**src/rtl/dso_host_pkg.sv**
```systemverilog
// Shared types and constants for the DSO host-side command engine.
// Opcodes match the DSO_dig command decoder.
package dso_host_pkg;

    typedef enum logic [2:0] {
        IDLE,
        LOAD,
        TRMT,
        WAIT_TX,
        WAIT_RX,
        FWD,
        CLR,
        DONE
    } host_state_t;

    localparam logic [7:0] ACK_BYTE_DEF = 8'hA5;

    localparam logic [7:0] DUMP_CH  = 8'h01;
    localparam logic [7:0] CFG_GAIN = 8'h02;
    localparam logic [7:0] TRIG_LVL = 8'h03;
    localparam logic [7:0] TRIG_POS = 8'h04;
    localparam logic [7:0] SET_DEC  = 8'h05;
    localparam logic [7:0] TRIG_CFG = 8'h06;
    localparam logic [7:0] TRIG_RD  = 8'h07;
    localparam logic [7:0] EEP_WR   = 8'h08;
    localparam logic [7:0] EEP_RD   = 8'h09;

endpackage

```
**src/rtl/host_wait_timer.sv**
```systemverilog
// Idle-cycle counter for the host engine; expires when it saturates at all-ones.
module host_wait_timer #(
    parameter int unsigned TO_W = 20
) (
    input  logic clk,
    input  logic rst,
    input  logic load,
    input  logic en,
    output logic expired
);

    logic [TO_W-1:0] cnt;

    assign expired = (cnt == '1);

    always_ff @(posedge clk or posedge rst) begin
        if (rst)
            cnt <= '0;
        else if (load)
            cnt <= '0;
        else if (en && !expired)
            cnt <= cnt + 1'b1;
    end

endmodule

```
**src/rtl/uart_cmd_host.sv**
```systemverilog
// Host command engine: sends an N-byte command MSB-first over trmt/tx_done,
// then collects and forwards a programmable number of response bytes.
module uart_cmd_host
    import dso_host_pkg::*;
#(
    parameter int unsigned CMD_BYTES = 3,
    parameter int unsigned RESP_W    = 16,
    parameter int unsigned TO_W      = 20,
    parameter logic [7:0]  ACK_BYTE  = ACK_BYTE_DEF
) (
    input  logic                   clk,
    input  logic                   rst,
    input  logic [8*CMD_BYTES-1:0] cmd,
    input  logic [RESP_W-1:0]      resp_cnt,
    input  logic                   send_cmd,
    input  logic                   abort,
    output logic                   busy,
    output logic [7:0]             tx_data,
    output logic                   trmt,
    input  logic                   tx_done,
    input  logic [7:0]             rx_data,
    input  logic                   rx_rdy,
    output logic                   clr_rx_rdy,
    output logic [7:0]             resp_data,
    output logic                   resp_vld,
    input  logic                   resp_ack,
    output logic                   done,
    output logic                   ack_ok,
    output logic                   timeout
);

    localparam int unsigned        CMD_W    = 8 * CMD_BYTES;
    localparam int unsigned        IDX_W    = $clog2(CMD_BYTES + 1);
    localparam logic [IDX_W-1:0]   LAST_IDX = IDX_W'(CMD_BYTES - 1);

    host_state_t       state, state_nxt;
    logic [CMD_W-1:0]  shreg;
    logic [CMD_W-1:0]  shreg_nxt;
    logic [RESP_W-1:0] rem_cnt;
    logic [IDX_W-1:0]  byte_idx;
    logic              first_rx;
    logic              tx_done_q;
    logic              tx_rise;
    logic              accept;
    logic              tx_adv;
    logic              rx_take;
    logic              tmo_hit;
    logic              tmr_load;
    logic              tmr_en;
    logic              tmr_expired;

    assign tx_rise   = tx_done & ~tx_done_q;
    assign shreg_nxt = shreg << 8;

    host_wait_timer #(.TO_W(TO_W)) u_wait_timer (
        .clk     (clk),
        .rst     (rst),
        .load    (tmr_load),
        .en      (tmr_en),
        .expired (tmr_expired)
    );

    always_ff @(posedge clk or posedge rst) begin
        if (rst)
            state <= IDLE;
        else
            state <= state_nxt;
    end

    always_comb begin
        state_nxt  = state;
        busy       = 1'b0;
        trmt       = 1'b0;
        clr_rx_rdy = 1'b0;
        resp_vld   = 1'b0;
        done       = 1'b0;
        accept     = 1'b0;
        tx_adv     = 1'b0;
        rx_take    = 1'b0;
        tmo_hit    = 1'b0;
        unique case (state)
            IDLE: begin
                if (send_cmd && !abort) begin
                    accept    = 1'b1;
                    state_nxt = LOAD;
                end
            end
            LOAD: begin
                busy      = 1'b1;
                state_nxt = TRMT;
            end
            TRMT: begin
                busy      = 1'b1;
                trmt      = 1'b1;
                state_nxt = WAIT_TX;
            end
            WAIT_TX: begin
                busy = 1'b1;
                if (tx_rise) begin
                    tx_adv = 1'b1;
                    if (byte_idx == LAST_IDX)
                        state_nxt = (rem_cnt == '0) ? DONE : WAIT_RX;
                    else
                        state_nxt = LOAD;
                end else if (tmr_expired) begin
                    tmo_hit   = 1'b1;
                    state_nxt = DONE;
                end
            end
            WAIT_RX: begin
                busy = 1'b1;
                if (rx_rdy) begin
                    rx_take   = 1'b1;
                    state_nxt = FWD;
                end else if (tmr_expired) begin
                    tmo_hit   = 1'b1;
                    state_nxt = DONE;
                end
            end
            FWD: begin
                busy     = 1'b1;
                resp_vld = 1'b1;
                if (resp_ack)
                    state_nxt = CLR;
            end
            CLR: begin
                busy       = 1'b1;
                clr_rx_rdy = 1'b1;
                state_nxt  = (rem_cnt == RESP_W'(1)) ? DONE : WAIT_RX;
            end
            DONE: begin
                done      = 1'b1;
                state_nxt = IDLE;
            end
            default: state_nxt = IDLE;
        endcase
        // Abort overrides every in-flight transition, including datapath updates.
        if (abort && state != IDLE && state != DONE) begin
            state_nxt = DONE;
            tx_adv    = 1'b0;
            rx_take   = 1'b0;
            tmo_hit   = 1'b0;
        end
        // Counter restarts on every entry into a wait state, including wait-to-wait.
        tmr_load = !((state == WAIT_TX || state == WAIT_RX) && state_nxt == state);
        tmr_en   = !tmr_load;
    end

    always_ff @(posedge clk or posedge rst) begin
        if (rst) begin
            shreg     <= '0;
            tx_data   <= '0;
            rem_cnt   <= '0;
            byte_idx  <= '0;
            first_rx  <= 1'b0;
            tx_done_q <= 1'b0;
            resp_data <= '0;
            ack_ok    <= 1'b0;
            timeout   <= 1'b0;
        end else begin
            tx_done_q <= tx_done;
            if (accept) begin
                shreg    <= cmd;
                tx_data  <= cmd[CMD_W-1 -: 8];
                rem_cnt  <= resp_cnt;
                byte_idx <= '0;
                first_rx <= 1'b1;
                ack_ok   <= 1'b0;
                timeout  <= 1'b0;
            end
            if (tx_adv) begin
                shreg    <= shreg_nxt;
                tx_data  <= shreg_nxt[CMD_W-1 -: 8];
                byte_idx <= byte_idx + 1'b1;
            end
            if (rx_take) begin
                resp_data <= rx_data;
                if (first_rx) begin
                    ack_ok   <= (rx_data == ACK_BYTE);
                    first_rx <= 1'b0;
                end
            end
            if (state == CLR && rem_cnt != '0)
                rem_cnt <= rem_cnt - 1'b1;
            if (tmo_hit)
                timeout <= 1'b1;
        end
    end

endmodule

```
**config.mk**
```make
export PLATFORM = sky130hd
export DESIGN_NAME = uart_cmd_host
export DESIGN_NICKNAME = d
export VERILOG_FILES = /design/src/rtl/dso_host_pkg.sv /design/src/rtl/host_wait_timer.sv /design/src/rtl/uart_cmd_host.sv
export SDC_FILE = /design/constraint.sdc
export NUM_CORES = 1
export LEC_CHECK = 0
export ABC_AREA = 0
export CAP_MARGIN = 15
export CORE_UTILIZATION = 45
export DETAILED_ROUTE_END_ITERATION = 8
export PLACE_DENSITY = 0.73
export SLEW_MARGIN = 20
export SYNTH_ARGS = -nofsm -noshare
export SYNTH_HDL_FRONTEND = slang
export SYNTH_SLANG_ARGS = --single-unit
export TNS_END_PERCENT = 1
```
**constraint.sdc**
```tcl
create_clock -name clk -period 3.2 [get_ports clk]
set_input_delay 0.32 -clock clk [delete_from_list [all_inputs] [get_ports clk]]
set_output_delay 0.32 -clock clk [all_outputs]
set_load 0.03 [all_outputs]
```
==> metrics.log <==
INFO  metric worstPathCellList = nand3_1 -> inv_2 -> clkdlybuf4s50_1
INFO  metric cp_data_arrival_time = 2130 ps
INFO  metric floorplan.core_area = ~0.0083 mm²
INFO  metric sum_of_buffers_and_inverters_on_the_critical_path = 2
INFO  metric crit_path_end_kind = output port
INFO  metric layout-area-overhead-vs-synth = 27.2%
INFO  metric drc_errors = 0
INFO  metric synth_cells = 432
INFO  metric tritoncts_clock_tree = yes
INFO  metric setup_tns = 0 ps
INFO  metric die_area = ~0.0092 mm²
INFO  metric final_net_count = 565
INFO  metric grt_max_degree = 56
INFO  metric pwr_density_cell = 753 mW/mm²
INFO  metric postRouteWirelength = 9780 µm
INFO  metric ctsHoldBuffers = 0
INFO  metric viasPerCell = 5.82
INFO  metric synth_sequential_area_ratio = 0.487
INFO  metric max_stage_delay = ~700 ps
INFO  metric report.final.setup_viol = 0
INFO  metric final-hold-violation-count = 0
INFO  metric hp-class = input pin to asynchronous set/reset pin
INFO  metric postRouteAntennaNets = 0
INFO  metric start_util = 0.474
INFO  metric max_cap_viol_count = 0
INFO  metric worst_ir_drop_on_vdd = about 0.37 mV
INFO  metric worst-setup-path-type = flop to output port
INFO  metric slew-limit-headroom = 0.544
INFO  metric timing.critical_path.max_delay_family = buffers and inverters
INFO  metric cts_setup_buffers = 0
INFO  metric grt_first_pass_wirelength = 16000 µm
INFO  metric detailedRoute.firstPassIterationCount = 5
INFO  metric required = 2880 ps
INFO  metric synth.distinct_cells = 60
INFO  metric die_height = between 90 and 100 µm
INFO  metric detail_route.iter0.violations = 154
INFO  metric detailedPlacementHpwl = 6880 µm
INFO  metric leading_cell_type_by_number_of_instances_after_synthesis = dfrtp_1
INFO  metric port_buffer_count = 77
INFO  metric clk-insertion-delay-late = about 360 ps
INFO  metric average_wire_per_cell_in_the_routed_design = 15.9 µm
INFO  metric antennaDiodeCount = 0
INFO  metric synth_warnings = 0
INFO  metric cell_types_with_the_highest_counts_after_synthesis = 77 x dfrtp_1, 67 x nand2_1, 52 x nor2_1
INFO  metric achievable-frequency = 409 MHz
INFO  metric cts_resized = 0
INFO  metric result_of_the_run = complete, no violations
INFO  metric yosys_most_used_dff = dfrtp_1
INFO  metric synth_seq_cells = 77
INFO  metric antenna_violations_before_repair = 0
INFO  metric final_max_slew_viol_count = 0
INFO  metric post_synth.cell_area_avg = ~9.2 µm²
INFO  metric clock-skew-final = 15.2 ps
INFO  metric gpl.final_weighted_congestion = 0.850
INFO  metric netlist_area = 0.00395 mm²
INFO  metric grt_pass1_vias = 3368
INFO  metric postSynth.asyncResetShare = 1.00
INFO  metric synth.area.top_cells = dfrtp_1 49%, nand2_1 6.4%, nor2_1 4.9%
INFO  metric overflow = 0
INFO  metric synth-edff-count = 0
INFO  metric grt_util_all_layers = 0.229
INFO  metric final_min_period_over_clock_period = 0.765
INFO  metric register_area = 0.00193 mm²
INFO  metric critical-path-slowest-cell = clkdlybuf4s50_1
INFO  metric synth.largest_area_cell = dfrtp_1
INFO  metric final.fill_count = 739
INFO  metric horiz_die_dim = 95.7 µm
INFO  metric dr_vias = 3581
INFO  metric clock-sinks = 77
INFO  metric slew_of_the_pin_with_the_lowest_slew_margin = between 600 and 700 ps
INFO  metric min_clock_period_post_route = 2450 ps
INFO  metric utilization_of_the_core_after_routing = 0.603
INFO  metric grt_setup_unrepaired = false
INFO  metric clockRootBuffer = clkbuf_8
INFO  metric drive_gt1_frac = 0.0961
INFO  metric p_leak = around 2 nW
INFO  metric htree_levels = 3
INFO  metric yosys.area.top_type_share = 0.487
INFO  metric multi_input_comb_area = 0.00190 mm²
INFO  metric cts_max_path_buffers = 2
INFO  metric core.rowCount = 33
INFO  metric critPathLaunchType = flop
INFO  metric clk_transition_reported_paths = 90 ps
INFO  metric numCtsBuffers = 9
INFO  metric critical_path_peak_fanout = 14
INFO  metric pin_count = 78
INFO  metric synth_fp_nets = 492
==> power by group <==
part           leakage (nW)  internal [mW]  total [mW]  switching, mW
logic                 0.927          0.633        1.43          0.795
registers             0.973           1.30        1.60          0.301
clock network         0.103          0.387       0.759          0.372
==> flip-flops by register name, indices dropped and copies added, names as in the netlist <==
| name | flops |
|---|---|
| u_wait_timer.cnt | 20 |
| state | 3 |
| shreg | 16 |
| tx_done_q | 1 |
| rem_cnt | 16 |
| byte_idx | 2 |
| tx_data | 8 |
| first_rx | 1 |
| ack_ok | 1 |
| resp_data | 8 |
| timeout | 1 |
==> worst reg2reg max path, cell delays in order (launching register included) <==
cell,delay (ps)
dfrtp_1,410
inv_1,140
ha_1,160
or4b_1,480
or4_4,480
nand2_2,230
o21ai_2,90
a221o_1,300
==> per-layer routing <==
metal  part of all wire  vias up  GRT usage
met5                  0        -          0
met4             0.0076        0     0.0498
met3              0.056        7     0.0664
met2               0.49      105      0.370
met1               0.44     1747      0.306
li1                   -     1722          -
==> metrics by stage <==
stage               setup WS (ps)  hold WS [ps]  cells  instance area, µm²  power, mW
floorplan                     913           351    432                3950       2.50
global placement              909           482    599                4820       2.99
detailed placement            825           482    599                4820       3.04
CTS                           763           314    615                5030       3.81
global route                  662           350    615                5030       4.02
finish                        753           306    615                5030       3.79
==> placed cells by master, fill, tap and decap left out, types with 6 or more instances in the layout <==
master	count
a31oi_1	19
nand2_1	67
a21oi_1	20
clkdlybuf4s50_1	77
dfrtp_1	77
a211oi_1	6
xnor2_1	9
nor3_1	16
clkbuf_8	10
mux2_2	8
nor2_1	52
nand3_1	18
nand4_1	10
o21ai_0	13
inv_1	7
==> kinds of logic (layout without fill, tap and decap cells) <==
group,Yosys count,count (layout),share of synthesized area
fa+ha+maj,5,5,0.0158
simple gates,206,206,0.256
flops,77,77,0.487
compound gates,90,90,0.152
buf+inv,31,109,0.0320
mux,10,10,0.0278
xor+xnor,13,13,0.0288
==> final timing paths <==
path	start	to	slack, ps	depth (start not counted)
min in group clk	tx_done	tx_done_q	480	1
max reg2reg	rem_cnt[0]	rem_cnt[9]	780	7
max in group asynchronous	rst	shreg[14]	2240	3
min reg2reg	timeout	timeout	500	2
max	state[2]	clr_rx_rdy	750	3
min	rst	tx_data[5]	310	2
==> final cells by class <==
type,count,share of cell area
clock buffers,10,0.0274
well taps,105,0.0261
multi-input cells,324,0.378
clock inverters,6,0.0137
flip-flops and latches,77,0.383
repair buffers,83,0.165
inverters,10,0.00746
(Power assumes the default switching activity.)
